<file path="config.mk">
export PLATFORM = sky130hd
export DESIGN_NAME = mem_ctrl
export DESIGN_NICKNAME = d
export VERILOG_FILES = /design/src/rtl/mem_ctrl.sv
export SDC_FILE = /design/constraint.sdc
export NUM_CORES = 1
export LEC_CHECK = 0
export ABC_AREA = 1
export ABC_CLOCK_PERIOD_IN_PS = 3020
export BUFFER_PORTS_ARGS = -buffer_cell sky130_fd_sc_hd__buf_2
export CORE_MARGIN = 1.5
export CORE_UTILIZATION = 50
export CTS_BUF_LIST = sky130_fd_sc_hd__clkbuf_4
export DETAILED_ROUTE_END_ITERATION = 16
export GPL_TIMING_DRIVEN = 1
export PLACE_DENSITY = 0.79
export SETUP_SLACK_MARGIN = 0.2
export SYNTH_ARGS = -nofsm -noshare
export SYNTH_HDL_FRONTEND = slang
export SYNTH_SLANG_ARGS = --single-unit
</file>
<file path="constraint.sdc">
create_clock -name clk -period 3.02 [get_ports clk]
set_input_delay 0 -clock clk [delete_from_list [all_inputs] [get_ports clk]]
set_output_delay 0 -clock clk [all_outputs]
set_load 0.02 [all_outputs]
</file>
<file path="src/rtl/mem_ctrl.sv">
`default_nettype none
// ============================================================================
// Module  : mem_ctrl
// Brief   : Serialises instruction fetches and load/stores onto a byte RAM bus.
// Rev     : 1.0
// ============================================================================
module mem_ctrl #(
    parameter int         ADDR_W = 32,
    parameter logic [1:0] IO_HI  = 2'b11
) (
    input  logic              clk,
    input  logic              rst,
    input  logic              rdy,
    input  logic              clear,
    input  logic              if_enable,
    input  logic [ADDR_W-1:0] if_addr,
    output logic [31:0]       if_data,
    output logic              if_done,
    input  logic              ls_enable,
    input  logic              ls_wr,
    input  logic [1:0]        ls_size,
    input  logic [ADDR_W-1:0] ls_addr,
    input  logic [31:0]       ls_wdata,
    output logic [31:0]       ls_rdata,
    output logic              ls_done,
    input  logic [7:0]        mem_din,
    output logic [7:0]        mem_dout,
    output logic [ADDR_W-1:0] mem_a,
    output logic              mem_wr,
    input  logic              io_buffer_full
);

    typedef enum logic [1:0] {
        IDLE   = 2'd0,
        IFETCH = 2'd1,
        LOAD   = 2'd2,
        STORE  = 2'd3
    } state_t;

    state_t              state_q, state_d;
    logic [3:0]          cnt_q, cnt_d;
    logic [ADDR_W-1:0]   mem_a_q, mem_a_d;
    logic [7:0]          mem_dout_q, mem_dout_d;
    logic                mem_wr_q, mem_wr_d;
    logic [31:0]         if_data_q, if_data_d;
    logic [31:0]         ls_rdata_q, ls_rdata_d;
    logic                if_done_q, if_done_d;
    logic                ls_done_q, ls_done_d;
    logic [31:0]         buf_q, buf_d;

    logic [3:0]          w_n;
    logic [1:0]          w_last;
    logic [1:0]          w_idx;
    logic [ADDR_W-1:0]   w_addr;
    logic [31:0]         w_result;
    logic                w_ls_go;
    logic                w_if_go;

    always_comb begin
        w_n = 4'd4;
        if (state_q != IFETCH) begin
            case (ls_size)
                2'd0:    w_n = 4'd1;
                2'd1:    w_n = 4'd2;
                default: w_n = 4'd4;
            endcase
        end
    end

    assign w_last  = w_n[1:0] - 2'd1;
    assign w_idx   = cnt_q[1:0] - 2'd2;
    assign w_addr  = (state_q == IFETCH) ? if_addr : ls_addr;
    // IO stores are held off while the IO buffer is full; the fetch port may go instead.
    assign w_ls_go = ls_enable && !ls_done_q &&
                     !(ls_wr && (ls_addr[17:16] == IO_HI) && io_buffer_full);
    assign w_if_go = if_enable && !if_done_q && !clear;

    // Final read byte comes straight from the bus; unread upper bytes stay zero.
    always_comb begin
        w_result = buf_q;
        w_result[{w_last, 3'b000} +: 8] = mem_din;
    end

    always_comb begin
        state_d    = state_q;
        cnt_d      = cnt_q;
        mem_a_d    = mem_a_q;
        mem_dout_d = mem_dout_q;
        mem_wr_d   = mem_wr_q;
        if_data_d  = if_data_q;
        ls_rdata_d = ls_rdata_q;
        if_done_d  = if_done_q;
        ls_done_d  = ls_done_q;
        buf_d      = buf_q;
        if (rdy) begin
            if_done_d = 1'b0;
            ls_done_d = 1'b0;
            case (state_q)
                IDLE: begin
                    mem_wr_d = 1'b0;
                    if (w_ls_go) begin
                        mem_a_d = ls_addr;
                        cnt_d   = 4'd1;
                        buf_d   = '0;
                        if (ls_wr) begin
                            state_d    = STORE;
                            mem_dout_d = ls_wdata[7:0];
                            mem_wr_d   = 1'b1;
                        end else begin
                            state_d = LOAD;
                        end
                    end else if (w_if_go) begin
                        mem_a_d = if_addr;
                        cnt_d   = 4'd1;
                        buf_d   = '0;
                        state_d = IFETCH;
                    end
                end
                IFETCH, LOAD: begin
                    if ((state_q == IFETCH) && clear) begin
                        state_d  = IDLE;
                        cnt_d    = 4'd0;
                        mem_wr_d = 1'b0;
                    end else if (cnt_q == w_n + 4'd1) begin
                        if (state_q == IFETCH) begin
                            if_data_d = w_result;
                            if_done_d = 1'b1;
                        end else begin
                            ls_rdata_d = w_result;
                            ls_done_d  = 1'b1;
                        end
                        state_d = IDLE;
                        cnt_d   = 4'd0;
                    end else begin
                        if (cnt_q >= 4'd2) begin
                            buf_d[{w_idx, 3'b000} +: 8] = mem_din;
                        end
                        if (cnt_q < w_n) begin
                            mem_a_d = w_addr + ADDR_W'(cnt_q);
                        end
                        cnt_d = cnt_q + 4'd1;
                    end
                end
                STORE: begin
                    if (cnt_q == w_n) begin
                        mem_wr_d  = 1'b0;
                        ls_done_d = 1'b1;
                        state_d   = IDLE;
                        cnt_d     = 4'd0;
                    end else begin
                        mem_a_d    = ls_addr + ADDR_W'(cnt_q);
                        mem_dout_d = ls_wdata[{cnt_q[1:0], 3'b000} +: 8];
                        cnt_d      = cnt_q + 4'd1;
                    end
                end
                default: begin
                    state_d  = IDLE;
                    mem_wr_d = 1'b0;
                end
            endcase
        end
    end

    always_ff @(posedge clk) begin
        if (rst) begin
            state_q    <= IDLE;
            cnt_q      <= 4'd0;
            mem_a_q    <= '0;
            mem_dout_q <= 8'd0;
            mem_wr_q   <= 1'b0;
            if_data_q  <= 32'd0;
            ls_rdata_q <= 32'd0;
            if_done_q  <= 1'b0;
            ls_done_q  <= 1'b0;
            buf_q      <= 32'd0;
        end else begin
            state_q    <= state_d;
            cnt_q      <= cnt_d;
            mem_a_q    <= mem_a_d;
            mem_dout_q <= mem_dout_d;
            mem_wr_q   <= mem_wr_d;
            if_data_q  <= if_data_d;
            ls_rdata_q <= ls_rdata_d;
            if_done_q  <= if_done_d;
            ls_done_q  <= ls_done_d;
            buf_q      <= buf_d;
        end
    end

    assign if_data  = if_data_q;
    assign if_done  = if_done_q;
    assign ls_rdata = ls_rdata_q;
    assign ls_done  = ls_done_q;
    assign mem_dout = mem_dout_q;
    assign mem_a    = mem_a_q;
    assign mem_wr   = mem_wr_q;

endmodule
`default_nettype wire

</file>
# Word level (Yosys, flattened, before mapping)
# Cells that the tools add are included.
dict set report word_totals {
  reg_bits 145
  elab_cells 119
  input_bits 114
  output_inout_bits 107
}
dict set report classes {
  magnitude_cmp 2
  n_eq_ne 19
  n_addsub 8
  bitwise_logic 2
  shifts 5
  n_mux 49
  n_reduce_logical 24
}
# op n
set op_table {}
lappend op_table {{two-way mux 32 bit} 12}
lappend op_table {{one-hot mux 32 bit (3 select lines)} 1}
lappend op_table {{adder 32 x 4 -> 32 bit} 2}
lappend op_table {{bitwise mux 32 bit} 2}
lappend op_table {{one-hot mux 32 bit (2 select lines)} 1}
lappend op_table {{variable shift 8 x 7 -> 32 bit (first input constant)} 2}
lappend op_table {{indexed part select 8 x 7 -> 32 bit} 2}
lappend op_table {{indexed part select 32 x 6 -> 8 bit} 1}
lappend op_table {{two-way mux 8 bit} 3}
lappend op_table {{two-way mux 4 bit} 5}
lappend op_table {{inequality test 2 bit (second input constant)} 9}
lappend op_table {{one-hot mux 8 bit (2 select lines)} 1}
lappend op_table {{AND reduction 5 bit} 3}
lappend op_table {{negation 5 -> 7 bit} 2}
lappend op_table {{two-way mux 1 bit} 13}
lappend op_table {{one-hot mux 4 bit (3 select lines)} 1}
lappend op_table {{AND reduction 6 bit} 2}
lappend op_table {{two-way mux 2 bit} 5}
lappend op_table {{adder 4 x 1 -> 4 bit (second input constant)} 2}
lappend op_table {{equality test 4 bit} 2}
lappend op_table {{logical AND 1 bit} 7}
lappend op_table {{equality test 2 bit (second input constant)} 3}
lappend op_table {{inequality test 3 bit (second input constant)} 2}
lappend op_table {{one-hot mux 2 bit (3 select lines)} 1}
lappend op_table {{18 further kinds} 25}

# Logic depth before layout (Yosys ltp)
dict set report depth {
  word_depth 8
  mapped_depth 22
  ltp_nobuf 21
}

# Worst setup path before layout
# Ideal clock, no wire load.
dict set report synth_path {
  path_kind {register -> register}
  from {register state_q[1]}
  to {register mem_a_q[18], in the netlist mem_a[18]}
  t_arrival_ns 2.859
  path_buffers 2
  setup_ns 0.070
  setup_slack_ns 0.091
  stages_incl_launch_ff 22
  period_less_slack_ns 2.929
  t_required_ns 2.950
  cell_sequence {dfxtp_1 > inv_1 > ha_1 > buf_4 > nand2_4 > buf_2 > nand2_1 > o21ai_0 > ha_1 > inv_1 > fa_1 > inv_1 > nand2_1 > o21ai_0 > nand2_1 > nor2_2 > nand2_2 > nor2_4 > nand2_1 > nand2_1 > nand3_1 > a21oi_1}
}
dict set report synth_via {
  elab_chain_len 7
  elab_cells_between_ends 24
  cone_classes {add/sub: 2; order compare: 1; eq/ne: 11; mux: 6; reduce/logical: 4}
}
# item line
set synth_lines {}
lappend synth_lines {{start, declared} 40} ;# state_t state_q, state_d;
lappend synth_lines {{start signal, assigned} 177} ;# state_q <= state_d;
lappend synth_lines {{equality test 2 x 1 -> 1 bit} {72, 98, 120}}
lappend synth_lines {{two-way mux 32 bit} 72} ;# assign w_addr = (state_q == IFETCH) ? if_addr : ls_addr;
lappend synth_lines {{adder 32 x 4 -> 32 bit} 139} ;# mem_a_d = w_addr + ADDR_W'(cnt_q);
lappend synth_lines {{two-way mux 32 bit} 138} ;# if (cnt_q < w_n) begin
lappend synth_lines {{two-way mux 32 bit} 124} ;# end else if (cnt_q == w_n + 4'd1) begin
lappend synth_lines {{two-way mux 32 bit} 120} ;# if ((state_q == IFETCH) && clear) begin
lappend synth_lines {{one-hot mux 32 bit (3 select lines)} 98} ;# case (state_q)
lappend synth_lines {{end signal, assigned} 179} ;# mem_a_q <= mem_a_d;
lappend synth_lines {{end, declared} 42} ;# logic [ADDR_W-1:0] mem_a_q, mem_a_d;
# Parallel ways exist; a longest one is shown, timed or not. The select of a mux whose other input is x is not followed.
# A chain may end at the register's enable or synchronous reset.

# Worst setup path in the final report
dict set report layout_path {
  from {register state_q[1]}
  to {register mem_a_q[16], in the netlist mem_a[16]}
}
# Same word-level chain as after synthesis.

==> impl_metrics.env <==
export IMPL_area_growth_pct=34.5
export IMPL_rsz0062_at_grt="true"
export IMPL_fmax_ghz=0.357
export IMPL_ioPinCount=221
export IMPL_gp_congestion=0.946
export IMPL_fillers=1460
export IMPL_portBuffers=220
export IMPL_syn_avg_cell_area_um2=6.15
export IMPL_yosysWarnings=0
export IMPL_cts_made_buffers=17
export IMPL_p_leak_nw=5.70
export IMPL_failed_checks="negative hold slack"
export IMPL_layout_drive_gt1_share=0.203
export IMPL_clock_skew_ns=0.0247
export IMPL_hpwl_um=20300
export IMPL_dieArea_um2=18500
export IMPL_finish_utilization=0.689
export IMPL_place_inst=1843
export IMPL_multiInputGateArea_um2=5130
export IMPL_cts_tree="done"
export IMPL_placementRows=48
export IMPL_powerDensity_nw_per_um2=564
export IMPL_grt_ovfl_total=0
export IMPL_tns_ns=0
export IMPL_viasPerCell=5.46
export IMPL_outcome="finished, violations left"
export IMPL_yosysTopAreaCell="dfxtp_1"
export IMPL_power_mw=6.72
export IMPL_grt_pass1_vias=9889
export IMPL_antenna_found_initial=1
export IMPL_maxSlewHeadroom=0.482
export IMPL_netlist_area_um2=8860
export IMPL_root_buffer="clkbuf_4"
export IMPL_drt_iter0_drc=1296
export IMPL_grt_max_degree=69
export IMPL_start_kind="flop"
export IMPL_synth_top_area_share=0.328
export IMPL_clock_path_buffers=2
export IMPL_setup_violations=0
export IMPL_slew_viol_final=0
export IMPL_die_x_um=136
export IMPL_stdcell_count=2006
export IMPL_grtUsageTotal=0.327
export IMPL_syn_inst=1440
export IMPL_core_area_um2=17300
export IMPL_synth_cell_types=40
export IMPL_htreeDepth=4
export IMPL_synth_fp_nets=1576
export IMPL_nNetsFinal=1903
export IMPL_period_minus_slack_ns=2.80
export IMPL_min_path_type="in2reg"
export IMPL_finalWirelength_um=31100
export IMPL_ys_ff_latch=145
export IMPL_worst_pin_slew_ns=0.777
export IMPL_fp_dieH_um=136
export IMPL_dr_pass1_iters=7
export IMPL_hold_viol=1
export IMPL_critPathMaxFanout=8
export IMPL_min_period_over_period=0.927
export IMPL_fin_hold_ws_ns=-0.0260
export IMPL_synth_seq_area_share=0.328
export IMPL_wl_per_cell_um=15.5
export IMPL_clock_latency_ns=0.59
export IMPL_cp_arrival_ns=3.33
export IMPL_ant_nets=0
export IMPL_clkSinkCount=145
export IMPL_synth_top_cells_by_area="dfxtp_1 (33%), nand2_1 (19%), a21oi_1 (7.5%), inv_1 (6.9%), nor2_1 (6.7%)"
export IMPL_grt_pass1_wl_um=48400
export IMPL_clk_pin_slew_worst_paths_ns=0.14
export IMPL_worstSetupPathType="reg2reg"
export IMPL_required_ns=3.55
export IMPL_drcViolationCount=0
export IMPL_ir_worst_vdd_uv=460
export IMPL_vias=11000
export IMPL_regArea_um2=2910
export IMPL_drv_cap=0
export IMPL_worst_setup_path_end_kind="flop"
export IMPL_start_util=0.512
==> kinds of logic (layout without fill, tap and decap cells) <==
kind of cell	count (synthesis)	count (layout)	synth area share
other cells	0	1	0
flops	145	145	0.328
buf+inv	244	583	0.109
xor+xnor	5	5	0.00494
compound gates	269	269	0.170
fa+ha+maj	22	22	0.0319
simple gates	755	756	0.357
==> final timing paths <==
check	startpoint	to	slack (ns)	cells after the start
max	state_q[1]	mem_a[16]	0.22	18
min reg2reg	ls_rdata[1]	ls_rdata[1]	0.45	2
max reg2reg	state_q[1]	mem_a[16]	0.22	18
min	if_addr[2]	mem_a[2]	-0.03	6
==> cell type report <==
cell class	instances	area share
Clock inverter	15	0.0141
Antenna cell	1	0.000210
Tap cell	225	0.0236
Timing Repair Buffer	381	0.223
Multi-Input combinational cell	1052	0.431
Sequential cell	145	0.244
Inverter	170	0.0538
Clock buffer	17	0.0107
==> critical path, cell delays in order (launching register included) <==
cell     delay (ns)
dfxtp_4        0.39
inv_4          0.07
ha_4           0.20
nand2_4        0.10
o21ai_2        0.16
ha_2           0.21
inv_1          0.06
fa_2           0.33
inv_2          0.07
nand2_2        0.05
o21ai_2        0.18
nand2_1        0.11
nor2_2         0.17
nand2_2        0.12
nor2_4         0.20
nand2_1        0.08
nand2_1        0.07
nand3_2        0.06
a21oi_2        0.14
==> stage by stage <==
stage          cell area (µm²)  setup slack [ns]
2_1_floorplan             8860             0.245
3_5_place_dp             10200           0.00616
3_3_place_gp             10200             0.190
6_report                 11900             0.220
4_1_cts                  11700             0.206
5_1_grt                  11900            0.0769
==> repair_timing <==
| action | in CTS | in global routing |
|---|---|---|
| gates cloned | 0 | 1 |
| setup endpoints to repair | 58 | 81 |
| hold buffers | 119 | 0 |
| pin swaps | 1 | 16 |
| hold endpoints to repair | 103 | 0 |
| setup buffers | 0 | 11 |
| gates resized for setup | 11 | 34 |
==> state kept, by name, summed over array words and instances (netlist names) <==
| register | cells |
|---|---|
| if_done | 1 |
| ls_rdata | 32 |
| if_data | 32 |
| cnt_q | 4 |
| mem_a | 32 |
| mem_dout | 8 |
| mem_wr | 1 |
| state_q | 2 |
| ls_done | 1 |
| buf_q | 32 |
==> placed cells by master, fill, tap and decap left out, types with 3 or more instances in the layout <==
| cell | netlist | layout |
|---|---|---|
| buf_2 | 18 | 220 |
| nor3_1 | 8 | 7 |
| or2_2 | 9 | 9 |
| nor2_1 | 157 | 153 |
| nor2_2 | 9 | 12 |
| o22ai_1 | 25 | 25 |
| nor4_1 | 3 | 3 |
| dfxtp_1 | 145 | 142 |
| o21ai_2 | 0 | 3 |
| clkinv_1 | 3 | 3 |
| nand2_2 | 4 | 10 |
| a22o_1 | 20 | 20 |
| a21oi_2 | 0 | 4 |
| inv_1 | 163 | 159 |
| inv_2 | 4 | 7 |
| ha_1 | 21 | 17 |
| nand3b_1 | 8 | 8 |
| inv_6 | 0 | 7 |
| o21ai_0 | 73 | 70 |
| buf_12 | 0 | 3 |
| xor2_1 | 4 | 4 |
| dlygate4sd3_1 | 0 | 118 |
| o32ai_1 | 8 | 8 |
| nand3_2 | 1 | 6 |
| clkbuf_4 | 0 | 17 |
| a22oi_1 | 4 | 4 |
| a21oi_1 | 132 | 128 |
| buf_4 | 4 | 38 |
| nand4_1 | 38 | 38 |
| nand2_1 | 439 | 433 |
| nand3_1 | 73 | 68 |
==> where the power goes <==
part | switching [mW] | internal [mW] | total (mW)
Combinational | 2.01 | 1.13 | 3.13
Sequential | 0.122 | 2.15 | 2.27
Clock | 0.862 | 0.450 | 1.31
Total | 2.99 | 3.73 | 6.72
==> cells in the mapped netlist (all sizes together) <==
cell	instances
nor2	167
clkinv	3
o21a	2
o2111ai	1
clkbuf	41
dfxtp	145
fa	1
o21bai	2
nand2	444
nand3	74
a22o	20
buf	33
or2	12
nor3	9
nor4	3
a22oi	4
a31oi	1
o21ai	74
xnor2	1
inv	167
ha	21
nand4	38
a21oi	132
xor2	4
o32ai	8
o22ai	25
nand3b	8
==> layer usage <==
layer | global-route usage | share of wire | up-vias
met5 | 0 | 0 | -
met4 | 0.121 | 0.032 | 0
met3 | 0.0529 | 0.093 | 98
met2 | 0.553 | 0.47 | 656
met1 | 0.419 | 0.41 | 4896
li1 | - | - | 5306
Note: power is estimated with default switching activity, not from simulation.
